===== src/rtl/inst_sequencer.sv =====
// rtl/inst_sequencer.sv - attention-core instruction sequencer (load Q/K, execute, drain, normalise, write back)
module inst_sequencer #(
  parameter int col       = 8,
  parameter int drain_cyc = 16
) (
  input  logic        clk,
  input  logic        reset,
  input  logic        start,
  input  logic [3:0]  num_rows,
  input  logic        mem_valid,
  output logic        mem_ready,
  output logic [21:0] inst,
  output logic        busy,
  output logic        done
);

  localparam int              DW         = $clog2(drain_cyc + 1);
  localparam logic [3:0]      COL_LAST   = 4'(col - 1);
  localparam logic [DW-1:0]   DRAIN_LAST = DW'(drain_cyc - 1);

  typedef enum logic [3:0] {
    IDLE, QWR, KWR, KLD, KGAP, EXE, DRAIN, NACC, NDIV, PWR, DONE
  } state_t;

  state_t        state, state_nx;
  logic [3:0]    cnt, cnt_nx;
  logic [3:0]    n, n_nx;
  logic [DW-1:0] dcnt, dcnt_nx;
  logic          cnt_at_n;
  logic          cnt_at_col;

  assign cnt_at_n   = (cnt == n - 4'd1);
  assign cnt_at_col = (cnt == COL_LAST);

  always_ff @(posedge clk or posedge reset) begin
    if (reset) begin
      state <= IDLE;
      cnt   <= '0;
      n     <= '0;
      dcnt  <= '0;
    end else begin
      state <= state_nx;
      cnt   <= cnt_nx;
      n     <= n_nx;
      dcnt  <= dcnt_nx;
    end
  end

  always_comb begin
    state_nx  = state;
    cnt_nx    = cnt;
    n_nx      = n;
    dcnt_nx   = '0;
    inst      = '0;
    mem_ready = 1'b0;
    busy      = (state != IDLE);
    done      = 1'b0;
    case (state)
      IDLE: begin
        cnt_nx = '0;
        if (start) begin
          n_nx     = num_rows;
          state_nx = (num_rows == 4'd0) ? DONE : QWR;
        end
      end
      QWR: begin
        mem_ready    = 1'b1;
        inst[4]      = mem_valid;
        inst[15:12]  = cnt;
        if (mem_valid) begin
          if (cnt_at_n) begin
            state_nx = KWR;
            cnt_nx   = '0;
          end else cnt_nx = cnt + 4'd1;
        end
      end
      KWR: begin
        mem_ready    = 1'b1;
        inst[2]      = mem_valid;
        inst[15:12]  = cnt;
        if (mem_valid) begin
          if (cnt_at_col) begin
            state_nx = KLD;
            cnt_nx   = '0;
          end else cnt_nx = cnt + 4'd1;
        end
      end
      KLD: begin
        inst[3]     = 1'b1;
        inst[6]     = 1'b1;
        inst[15:12] = cnt;
        if (cnt_at_col) begin
          state_nx = KGAP;
          cnt_nx   = '0;
        end else cnt_nx = cnt + 4'd1;
      end
      KGAP: begin
        state_nx = EXE;
        cnt_nx   = '0;
      end
      EXE: begin
        inst[5]     = 1'b1;
        inst[7]     = 1'b1;
        inst[15:12] = cnt;
        if (cnt_at_n) begin
          state_nx = DRAIN;
          cnt_nx   = '0;
        end else cnt_nx = cnt + 4'd1;
      end
      // Separate counter so drain length is not capped by the 4-bit cnt.
      DRAIN: begin
        cnt_nx = '0;
        if (dcnt == DRAIN_LAST) state_nx = NACC;
        else dcnt_nx = dcnt + DW'(1);
      end
      NACC: begin
        inst[16] = 1'b1;
        inst[18] = 1'b1;
        if (cnt_at_n) begin
          state_nx = NDIV;
          cnt_nx   = '0;
        end else cnt_nx = cnt + 4'd1;
      end
      NDIV: begin
        inst[17] = 1'b1;
        inst[19] = 1'b1;
        if (cnt_at_n) begin
          state_nx = PWR;
          cnt_nx   = '0;
        end else cnt_nx = cnt + 4'd1;
      end
      PWR: begin
        inst[16]   = 1'b1;
        inst[0]    = 1'b1;
        inst[11:8] = cnt;
        if (cnt_at_n) begin
          state_nx = DONE;
          cnt_nx   = '0;
        end else cnt_nx = cnt + 4'd1;
      end
      DONE: begin
        done     = 1'b1;
        cnt_nx   = '0;
        state_nx = IDLE;
      end
      default: begin
        state_nx = IDLE;
        cnt_nx   = '0;
      end
    endcase
  end

endmodule


===== config.mk =====
export PLATFORM = sky130hd
export DESIGN_NAME = inst_sequencer
export DESIGN_NICKNAME = d
export VERILOG_FILES = /design/src/rtl/inst_sequencer.sv
export SDC_FILE = /design/constraint.sdc
export NUM_CORES = 1
export LEC_CHECK = 0
export ABC_CLOCK_PERIOD_IN_PS = 3850
export CAP_MARGIN = 20
export CORE_ASPECT_RATIO = 1.75
export CORE_MARGIN = 1
export CORE_UTILIZATION = 54
export CTS_BUF_LIST = sky130_fd_sc_hd__clkbuf_8
export DETAILED_ROUTE_END_ITERATION = 6
export GPL_TIMING_DRIVEN = 0
export PLACE_DENSITY_LB_ADDON = 0.3
export SETUP_SLACK_MARGIN = 0.02
export SKIP_LAST_GASP = 1
export SYNTH_ARGS = -nofsm -noshare
export SYNTH_HDL_FRONTEND = slang
export SYNTH_SLANG_ARGS = --single-unit

===== constraint.sdc =====
create_clock -name clk -period 3.85 [get_ports clk]
set_input_delay 0.77 -clock clk [delete_from_list [all_inputs] [get_ports clk]]
set_output_delay 0.77 -clock clk [all_outputs]
set_load 0.01 [all_outputs]

## Word-level counts from Yosys, hierarchy flattened

Index checks and enable logic that the tools add are counted.

| storage, ports and cells | value |
|---|---|
| logic and storage cells | 73 |
| register bits after elaboration | 17 |
| bits of input ports | 8 |
| output and inout bits | 25 |

| operators by class | value |
|---|---|
| equal/unequal tests | 24 |
| reductions and logical operators | 10 |
| add/subtract/negate cells | 3 |
| multiplexer cells | 32 |

Operators with widths:

| kind | number |
|---|---|
| 4-bit 2-to-1 mux | 18 |
| 4-bit case mux with 10 select lines | 1 |
| 2-bit inequality test (second input constant) | 11 |
| 4-bit by 3-bit == test with 1-bit output (second input constant) | 5 |
| 4-bit case mux with 4 select lines | 1 |
| 4-bit == test (second input constant) | 3 |
| 11-bit AND reduction | 1 |
| 1-bit 2-to-1 mux | 10 |
| 5-bit 2-to-1 mux | 2 |
| 4-bit by 2-bit == test with 1-bit output (second input constant) | 2 |
| 4-bit zero test | 2 |
| 4-bit OR reduction | 2 |
| 5-bit by 1-bit adder with 5-bit output (second input constant) | 1 |
| 5-bit by 4-bit == test with 1-bit output (second input constant) | 1 |
| 4-bit by 1-bit adder with 4-bit output (second input constant) | 1 |
| 4-bit by 1-bit == test with 1-bit output (second input constant) | 1 |
| 4-bit == test | 1 |
| 2-bit AND reduction | 2 |
| 4-bit nonzero test | 1 |
| 2-bit OR reduction | 2 |
| 4-bit by 1-bit subtractor with 4-bit output (second input constant) | 1 |

## Longest topological paths before layout

Gate-level depths: netlist (run 1).

| depth | value |
|---|---|
| depth after elaboration | 5 |
| depth in mapped cells | 7 |
| mapped depth without buffers | 7 |

## Worst setup path before layout (run 1)

No wires, ideal clock.

| timing path | value |
|---|---|
| path kind | register to output |
| start | register state[2] |
| end | output port inst[7] |
| required time | 3.080 ns |
| arrival | 1.420 ns |
| setup slack | 1.660 ns |
| stages on the path, launching flop included | 6 |
| buffers on the path | 3 |
| cell sequence | dfrtp_1 > buf_2 > clkbuf_1 > nand2_1 > nor3_1 > buf_4 |

| on the way | value |
|---|---|
| longest elaborated chain between the ends | 2 |

Ends and longest elaborated chain:

| element | line | source |
|---|---|---|
| start, declared | 25 | `state_t state, state_nx;` |
| start signal, assigned | 42 | `state <= state_nx;` |
| 4-bit by 3-bit == test with 1-bit output | n/a |  |
| 1-bit 2-to-1 mux | n/a |  |
| end, declared | 12 | `output logic [21:0] inst,` |

No other way between the ends.

## Worst setup path after layout (run 1)

| timing path | value |
|---|---|
| start | register state[2] |
| end | output port inst[7] |

| on the way | value |
|---|---|
| longest elaborated chain between the ends | 2 |

Ends and longest elaborated chain:

| element | line | source |
|---|---|---|
| 4-bit by 3-bit == test with 1-bit output | 58 | `case (state)` |
| 1-bit 2-to-1 mux | 58 |  |

No other way between the ends.

==> qor.txt, run 1 <==
area taken by multi-input logic gates - 756 sq um
CTS tree - done
largest net degree at the start of global routing - 18
port buffer count - 29
DIE HEIGHT - 66.8 um
final global-route overflow total - 0
ANT nets after route - 0
final clock skew - 1.54 ps
Worst Slack Setup Final - 729 ps
slowest cell on the critical path - clkdlybuf4s50_1
YS warnings - 0
RSZ-0062 raised after global routing - no
Place WS - 879 ps
clock tree buffer depth - 2
htree depth - 1
Pre-antenna DRT Iters - 4
Post-CTS Setup Inserts - 0
first-pass GRT wire length - 5.20 mm
gpl congestion - 0.964
routed vias - 1192
Die ar. - 2610 sq um
outcome - completed
Pleak - 0.705 nW
Num CTS Buffers - 3
Least-Margin Pin Slew - 692 ps
relative slew slack - 0.538
sequential element share of the synthesized area - 0.328
R2R Setup Slk - 1790 ps
die width - 39.0 um
layout net count - 199
setup total negative slack - 0 ps
FF+latch count, synth - 17
Core Rows - 23
Pwr Density - 805 nW/um^2
HPWL after DPL - 2.49 mm
Layout fillers - 175
period utilisation layout - 0.811
CP cell instances - buf_2 > clkbuf_1 > nand2_1 > nor3_1 > buf_4 > clkdlybuf4s50_1
clock slew at reported path FFs - 70 ps
final hold vios - 0
largest cells by area after synthesis - dfrtp_1 (33%), nor2_1 (4.6%), and2_1 (4.3%)
Iteration-0 DRC Markers - 57
Cell Area, Synth - 1300 sq um
CTS Root Buffer Type - clkbuf_8
Setup CP Type - flip-flop to output port
area delta synth->final - 29.0%
vias in the first global route - 1199
Syn Area/Cell - 8.53 sq um
storage element area - 425 sq um
insertion delay to the later sink of the worst-skew pair - 260 ps
CTS Sinks - 17
Initial Util - 0.570
Max Freq - 0.320 GHz
CP top delay family - buffers and inverters
initial antenna violation count - 0
Core Region - 2270 sq um
Final Util - 0.735
Worst Setup End Kind - output port
cts hold-fix bufs - 0
Residual DRC - 0
worst path required time - 3080 ps
Worst Path Buf+Inv - 4
post-synth top area share - 0.328
max_cap viols - 0
Final min period - 3120 ps
gr usage total - 0.287
max-slew violations - 0
# resized after CTS - 0
Inserted Diodes - 0
Mapped Cells - 152
WL/cell - 15.2 um
maximum fanout along the worst path - 10
post-synth cell types - 42
Post-Route WL - 3.23 mm
Worst path max stage delay - 520 ps
Worst EP arrival - 2350 ps
crit start category - flip-flop
worst hold path class - flip-flop to flip-flop
num ports - 33
Synth area leader - dfrtp_1
worst vdd ir - 0.000488 V
vias per cell - 5.62
fraction of layout cells with a size suffix above 1 - 0.128
number of setup violations in the final report - 0
==> logic make-up after synthesis <==
| family | share of synthesized area |
|---|---|
| buffers and inverters | 0.0946 |
| other | 0.00289 |
| xor gates and xnor gates | 0.0801 |
| adders and majority gates | 0.0290 |
| muxes | 0.0425 |
| DFF | 0.328 |
| AOI/OAI and AO/OA | 0.115 |
| and+or+nand+nor | 0.308 |
==> layout make-up <==
type | count | area share
Multi-Input combinational cell | 116 | 0.452
Sequential cell | 17 | 0.254
Timing Repair Buffer | 29 | 0.174
Buffer | 15 | 0.0599
Clock buffer | 3 | 0.0247
Tap cell | 25 | 0.0187
Inverter | 6 | 0.0135
Clock inverter | 1 | 0.00299
==> synth_stat cells <==
cell / n
a2111oi_1: 1
a21oi_1: 4
a311oi_1: 1
a32oi_1: 1
and2_1: 9
and3_1: 2
buf_2: 2
buf_4: 7
buf_6: 2
clkbuf_1: 4
conb_1: 1
dfrtp_1: 17
ha_1: 3
inv_1: 6
mux2_2: 4
mux2i_1: 1
nand2_1: 13
nand2b_1: 5
nand2b_2: 1
nand3_1: 5
nand4b_1: 1
nor2_1: 16
nor2b_1: 3
nor3_1: 7
nor3_2: 1
nor3b_1: 2
nor4_2: 1
nor4b_1: 2
o211ai_1: 1
o21ai_0: 9
o21ai_1: 1
o22a_1: 2
o22ai_1: 3
o31ai_1: 1
or2_1: 1
or3_1: 1
or3_4: 1
or4_1: 2
xnor2_1: 5
xnor2_4: 1
xor2_1: 1
xor3_1: 1
==> power by group <==
| part | leakage (nW) | internal [W] | switching (W) | total, W |
|---|---|---|---|---|
| combinational | 0.458 | 0.000433 | 0.000474 | 0.000907 |
| clock | 0.0255 | 0.0000722 | 0.0000716 | 0.000144 |
| sequential | 0.221 | 0.000239 | 0.0000555 | 0.000295 |
| total | 0.705 | 0.000745 | 0.000601 | 0.00135 |
==> layer usage <==
| metal | wire [um] | vias up | track usage |
|---|---|---|---|
| li1 | - | 581 | - |
| met1 | 1130 | 568 | 0.271 |
| met2 | 1900 | 30 | 0.538 |
| met3 | 95 | 13 | 0.0633 |
| met4 | 99 | 0 | 0.134 |
| met5 | 0 | - | 0 |
==> sequential cells by signal (all words and copies together), names as in the netlist <==
signal,cells
state,4
cnt,4
n,4
dcnt,5
==> cell usage in the layout, fill, tap and decap left out, types with 4 or more instances in the layout <==
master	n
a21oi_1	4
and2_1	9
buf_4	7
clkbuf_1	4
clkdlybuf4s50_1	29
dfrtp_1	17
inv_1	6
mux2_2	4
nand2_1	13
nand2b_1	5
nand3_1	5
nor2_1	16
nor3_1	7
o21ai_0	9
xnor2_1	5
==> path summary, 6_finish.rpt <==
kind                       startpoint        to  depth (start not counted)
setup / recovery             state[2]   inst[7]                          6
hold / removal                dcnt[0]   dcnt[0]                          1
setup reg to reg                 n[0]  state[1]                          7
hold reg to reg               dcnt[0]   dcnt[0]                          1
max in group asynchronous       reset  state[2]                          2
min in group asynchronous       reset    cnt[0]                          2
==> metrics by stage <==
| step | instances | total power, W | hold WS (ps) | instance area, sq um |
|---|---|---|---|---|
| 2_1_floorplan | 154 | 0.000925 | 421 | 1300 |
| 3_3_place_gp | 208 | 0.00116 | 437 | 1630 |
| 3_5_place_dp | 208 | 0.00119 | 449 | 1630 |
| 4_1_cts | 212 | 0.00134 | 459 | 1670 |
| 5_1_grt | 212 | 0.00144 | 470 | 1670 |
| 6_report | 212 | 0.00135 | 456 | 1670 |
Power figures use the tool's default switching activity.
==> inputs of run 2 (changes only) <==
ABC_CLOCK_PERIOD_IN_PS = 2600   (was 3850)
CORE_UTILIZATION = 46   (was 54)
clock period = 2.6 ns   (was 3.85 ns; I/O delays follow)
==> qor.txt, run 2 (same netlist as run 1, synthesis figures left out) <==
num ports - 33 (unchanged)
Worst EP arrival - 1970 ps (-380 ps)
gpl congestion - 0.954 (-1.0%)
storage element area - 425 sq um (unchanged)
area taken by multi-input logic gates - 783 sq um (+3.6%)
R2R Setup Slk - 550 ps (-1240 ps)
Post-CTS Setup Inserts - 0 (unchanged)
final global-route overflow total - 0 (unchanged)
net switching power - 0.000910 W (+51%)
clock slew at reported path FFs - 70 ps (about the same)
CTS Sinks - 17 (unchanged)
clock tree buffer depth - 2 (unchanged)
insertion delay to the later sink of the worst-skew pair - 260 ps (about the same)
layout net count - 198 (-0.50%)
internal power - 0.00114 W (+53%)
commonest non-fill, non-tap cell in the layout - clkdlybuf4s50_1
Place WS - 62.9 ps (-816 ps)
period utilisation layout - 0.959
CTS Root Buffer Type - clkbuf_8
relative slew slack - 0.560 (+0.0222)
Top Usage Layer GRT - met2
grt met1 use - 0.211 (-0.0602)
RR Startpoint - n[0]
final hold vios - 0 (unchanged)
vias in the first global route - 1176 (-1.9%)
Pleak - 0.741 nW (+5.2%)
most frequent cells in the layout - clkdlybuf4s50_1 (28), dfrtp_1 (17), nor2_1 (16)
Inserted Diodes - 0 (unchanged)
Iteration-0 DRC Markers - 26 (-54%)
RSZ-0062 raised after global routing - yes
Post-Route WL - 3.27 mm (+1.2%)
crit start category - flip-flop
worst path required time - 2080 ps (-1000 ps)
Worst Setup End Kind - output port
routed vias - 1240 (+4.0%)
Final Power - 0.00205 W (+52%)
switch share - 0.445 (-0.00202)
DIE HEIGHT - 72.2 um (+8.1%)
Initial Util - 0.482 (-0.0883)
max_cap viols - 0 (unchanged)
htree depth - 1 (unchanged)
Pre-antenna DRT Iters - 4 (unchanged)
hold slack - 449 ps (-6.25 ps)
hold_sp - dcnt[0]
HPWL after DPL - 2.56 mm (+2.9%)
number of setup violations in the final report - 0 (unchanged)
Die ar. - 3040 sq um (+17%)
CTS tree - done
hold endpoint - dcnt[0]
Max Freq - 0.401 GHz
area delta synth->final - 32.6%
Min-Delay Path Depth - 1 (unchanged)
Core Rows - 25 (+8.7%)
setup total negative slack - 0 ps (unchanged)
initial antenna violation count - 0 (unchanged)
met3 Track Usage GR - 0.0373 (-0.0260)
Worst path max stage delay - 530 ps (about the same)
Least-Margin Pin Slew - 659 ps (-33.3 ps)
Setup CP Type - flip-flop to output port
largest net degree at the start of global routing - 19 (+1)
maximum fanout along the worst path - 10 (unchanged)
port buffer count - 29 (unchanged)
die width - 42.1 um (+7.9%)
worst vdd ir - 0.000703 V (+44%)
final clock skew - 3.66 ps (+2.12 ps)
RR Endpoint - state[1]
Final min period - 2490 ps
outcome - completed
Core Region - 2690 sq um (+18%)
worst hold path class - flip-flop to flip-flop
gr usage total - 0.227 (-0.0598)
CP cell instances - buf_2 > clkbuf_2 > a21oi_2 > and2_1 > clkdlybuf4s50_1
clock power share - 0.100 (-0.007)
Flop pwr share - 0.217 (-0.002)
max reg flops - 5 (unchanged)
share of total power in combinational logic - 0.683 (+0.009)
max-slew violations - 0 (unchanged)
Residual DRC - 0 (unchanged)
first-pass GRT wire length - 5.20 mm (-0.13%)
Worst R2R Path Depth - 7 (unchanged)
met2 global-route usage - 0.458 (-0.0792)
Layout fillers - 240 (+37%)
slowest cell on the critical path - clkdlybuf4s50_1
Pwr Density - 1190 nW/um^2 (+48%)
largest register by flop count - dcnt
fraction of layout cells with a size suffix above 1 - 0.167 (+0.0383)
Worst Slack Setup Final - 106 ps (-622 ps)
Num CTS Buffers - 3 (unchanged)
vias per cell - 5.82 (+3.5%)
WL/cell - 15.4 um (+0.76%)
ANT nets after route - 0 (unchanged)
## run 2: cell types whose count changed in the layout (fill, tap and decap cells not counted), sizes merged
cell / change
buf: +2
clkbuf: -3
clkdlybuf4s50: -1
dlymetal6s2s: +1
## run 2: through the flow
step / cell area (sq um) / util / std cells
after global routing: 1720 / 0.639 / 213
after detailed placement: 1630 / 0.605 / 210
after CTS: 1680 / 0.625 / 213
final: 1720 / 0.639 / 213
after global placement: 1630 / 0.605 / 210
after floorplan: 1300 / - / 154
## run 2: metal layers
layer,routed length (um),vias up
met5,0,-
met4,74,0
met3,104,9
met2,1930,33
met1,1160,612
li1,-,586
## run 2: cell type report
class | count | share of cell area
tap | 27 | 0.0197
timing repair buffer | 29 | 0.170
buffer | 14 | 0.0670
clock inverter | 1 | 0.00291
inverter | 6 | 0.0131
sequential | 17 | 0.247
multi-input combinational | 116 | 0.456
clock buffer | 3 | 0.0240
## run 2: power groups by stage
stage          registers [W]  logic, W  clock network (W)
2_1_floorplan       0.000417  0.000952                  0
3_3_place_gp        0.000441   0.00128                  0
3_5_place_dp        0.000445   0.00133                  0
4_1_cts             0.000440   0.00135           0.000204
5_1_grt             0.000454   0.00151           0.000221
6_report            0.000444   0.00140           0.000205
## run 2: how the worst max path moves through the flow
| stage | startpoint | endpoint | slack [ps] | depth (start not counted) |
|---|---|---|---|---|
| 2_1_floorplan | state[2] | inst[7] | 660 | 5 |
| 3_3_place_gp | mem_valid | inst[4] | 90 | 3 |
| 3_5_place_dp | state[2] | inst[7] | 60 | 6 |
| 4_1_cts | state[3] | inst[4] | 3 | 4 |
| 5_1_grt | state[2] | inst[7] | 10 | 6 |
| 6_report | state[3] | inst[13] | 110 | 5 |
## run 2: worst max-delay path, delay by kind of cell, from the launching register on
family / cells / cell delay [ps]
AND/OR/NAND/NOR: 1 / 160
flip-flops: 1 / 400
AO/OA/AOI/OAI: 1 / 200
buffers and inverters: 3 / 950
## run 2: timing repair
item | in CTS | in global routing
pin swaps | 0 | 1
gates resized for setup | 4 | 16
hold buffers | 0 | 0
setup endpoints to repair | 8 | 13
==> inputs of run 3 (changes only) <==
CORE_UTILIZATION = 39   (was 46)
==> qor.txt, run 3 (same netlist as run 1, synthesis figures left out) <==
vias in the first global route - 1236 (+5.1%)
num ports - 33 (unchanged)
crit start category - flip-flop
initial antenna violation count - 0 (unchanged)
Top Usage Layer GRT - met2
outcome - completed
clock tree buffer depth - 2 (unchanged)
Num CTS Buffers - 3 (unchanged)
worst path required time - 2080 ps (about the same)
RSZ-0062 raised after global routing - yes
htree depth - 1 (unchanged)
max-slew violations - 0 (unchanged)
Post-Route WL - 3.36 mm (+2.7%)
crit path launch - state[2]
Initial Util - 0.413 (-0.0693)
gr usage total - 0.214 (-0.0128)
grt met1 use - 0.211 (about the same)
HPWL after DPL - 2.69 mm (+5.1%)
period utilisation layout - 0.978 (+0.0187)
cell count after placement - 226 (+7.6%)
worst hold path class - flip-flop to flip-flop
max_cap viols - 0 (unchanged)
vias per cell - 5.31 (-8.9%)
most frequent cells in the layout - clkdlybuf4s50_1 (29), dfrtp_1 (17), nor2_1 (15)
DIE HEIGHT - 78.3 um (+8.4%)
RR Startpoint - n[0]
Final Power - 0.00201 W (-1.8%)
largest net degree at the start of global routing - 19 (unchanged)
CTS Sinks - 17 (unchanged)
Final min period - 2540 ps (+48.7 ps)
relative slew slack - 0.538 (-0.0225)
Inserted Diodes - 0 (unchanged)
first-pass GRT wire length - 5.55 mm (+6.9%)
port buffer count - 29 (unchanged)
ANT nets after route - 0 (unchanged)
Pleak - 0.717 nW (-3.2%)
commonest non-fill, non-tap cell in the layout - clkdlybuf4s50_1
Iteration-0 DRC Markers - 45 (+73%)
met2 global-route usage - 0.390 (-0.0683)
fraction of layout cells with a size suffix above 1 - 0.161 (-0.00538)
Die ar. - 3570 sq um (+17%)
Least-Margin Pin Slew - 693 ps (+33.8 ps)
met3 Track Usage GR - 0.0322 (-0.00513)
die width - 45.6 um (+8.2%)
CTS Root Buffer Type - clkbuf_8
Residual DRC - 0 (unchanged)
routed vias - 1215 (-2.0%)
final clock skew - 1.84 ps (-1.83 ps)
Place WS - 46.1 ps (-16.9 ps)
Worst Slack Setup Final - 57.7 ps (-48.7 ps)
Core Region - 3140 sq um (+17%)
fin cells - 229 (+7.5%)
Worst EP arrival - 2020 ps (+50 ps)
Max Freq - 0.393 GHz (-1.9%)
Setup CP Type - flip-flop to output port
largest register by flop count - dcnt
Core Rows - 27 (+8.0%)
Pwr Density - 1170 nW/um^2 (-1.4%)
area delta synth->final - 32.1%
max reg flops - 5 (unchanged)
final hold vios - 0 (unchanged)
CTS tree - done
WL/cell - 14.7 um (-4.5%)
Pre-antenna DRT Iters - 4 (unchanged)
Worst Setup End Kind - output port
clock slew at reported path FFs - 70 ps (about the same)
number of setup violations in the final report - 0 (unchanged)
insertion delay to the later sink of the worst-skew pair - 260 ps (about the same)
gpl congestion - 0.910 (-4.7%)
final global-route overflow total - 0 (unchanged)
maximum fanout along the worst path - 10 (unchanged)
layout net count - 198 (unchanged)
hold_sp - dcnt[0]
worst vdd ir - 0.000680 V (-3.3%)
-- run 3: final cells by class --
type	instances	area, sq um
Multi-Input combinational cell	116	773
Clock buffer	3	41.3
Timing Repair Buffer	29	290
Clock inverter	1	3.75
Sequential cell	17	425
Tap cell	43	53.8
Buffer	14	103
Inverter	6	22.5
Fill cell	315	1430
-- run 3: metrics by stage --
step,TNS [ps],area (sq um),util,hold slack (ps)
after detailed placement,0,1650,0.524,458
after floorplan,0,1300,-,421
after global routing,-75.9,1710,0.545,491
final,0,1710,0.545,465
after global placement,0,1650,0.524,436
after CTS,0,1700,0.541,467
-- run 3: metal layers --
layer,wire [um],share of wire,up-vias
li1,-,-,581
met1,1160,0.34,574
met4,128,0.038,0
met5,0,0,-
met2,1930,0.57,48
met3,148,0.044,12
-- run 3: worst max-delay path, cell delays in order, from the launching register on --
cell,delay (ps)
dfrtp_1,380
buf_2,210
clkbuf_4,230
nand2_1,120
nor3_2,170
buf_4,130
clkdlybuf4s50_1,520
-- run 3: power by group --
group | total (W) | switching (W) | internal [W]
clock network | 0.000199 | 0.0000940 | 0.000105
logic | 0.00136 | 0.000710 | 0.000653
registers | 0.000448 | 0.0000930 | 0.000355
total | 0.00201 | 0.000897 | 0.00111
-- run 3: final timing paths --
check	to	slack (ps)	cells past startpoint
setup / recovery	inst[7]	60	6
hold / removal	dcnt[0]	460	1
setup reg to reg	state[1]	460	7
hold reg to reg	dcnt[0]	460	1
max in group asynchronous	cnt[1]	1490	2
min in group asynchronous	n[2]	660	2
-- run 3: what timing repair did --
item,CTS,global route
hold buffers,0,0
buffers inserted,0,0
endpoints found under the setup margin,9,11
gates resized for setup,4,6
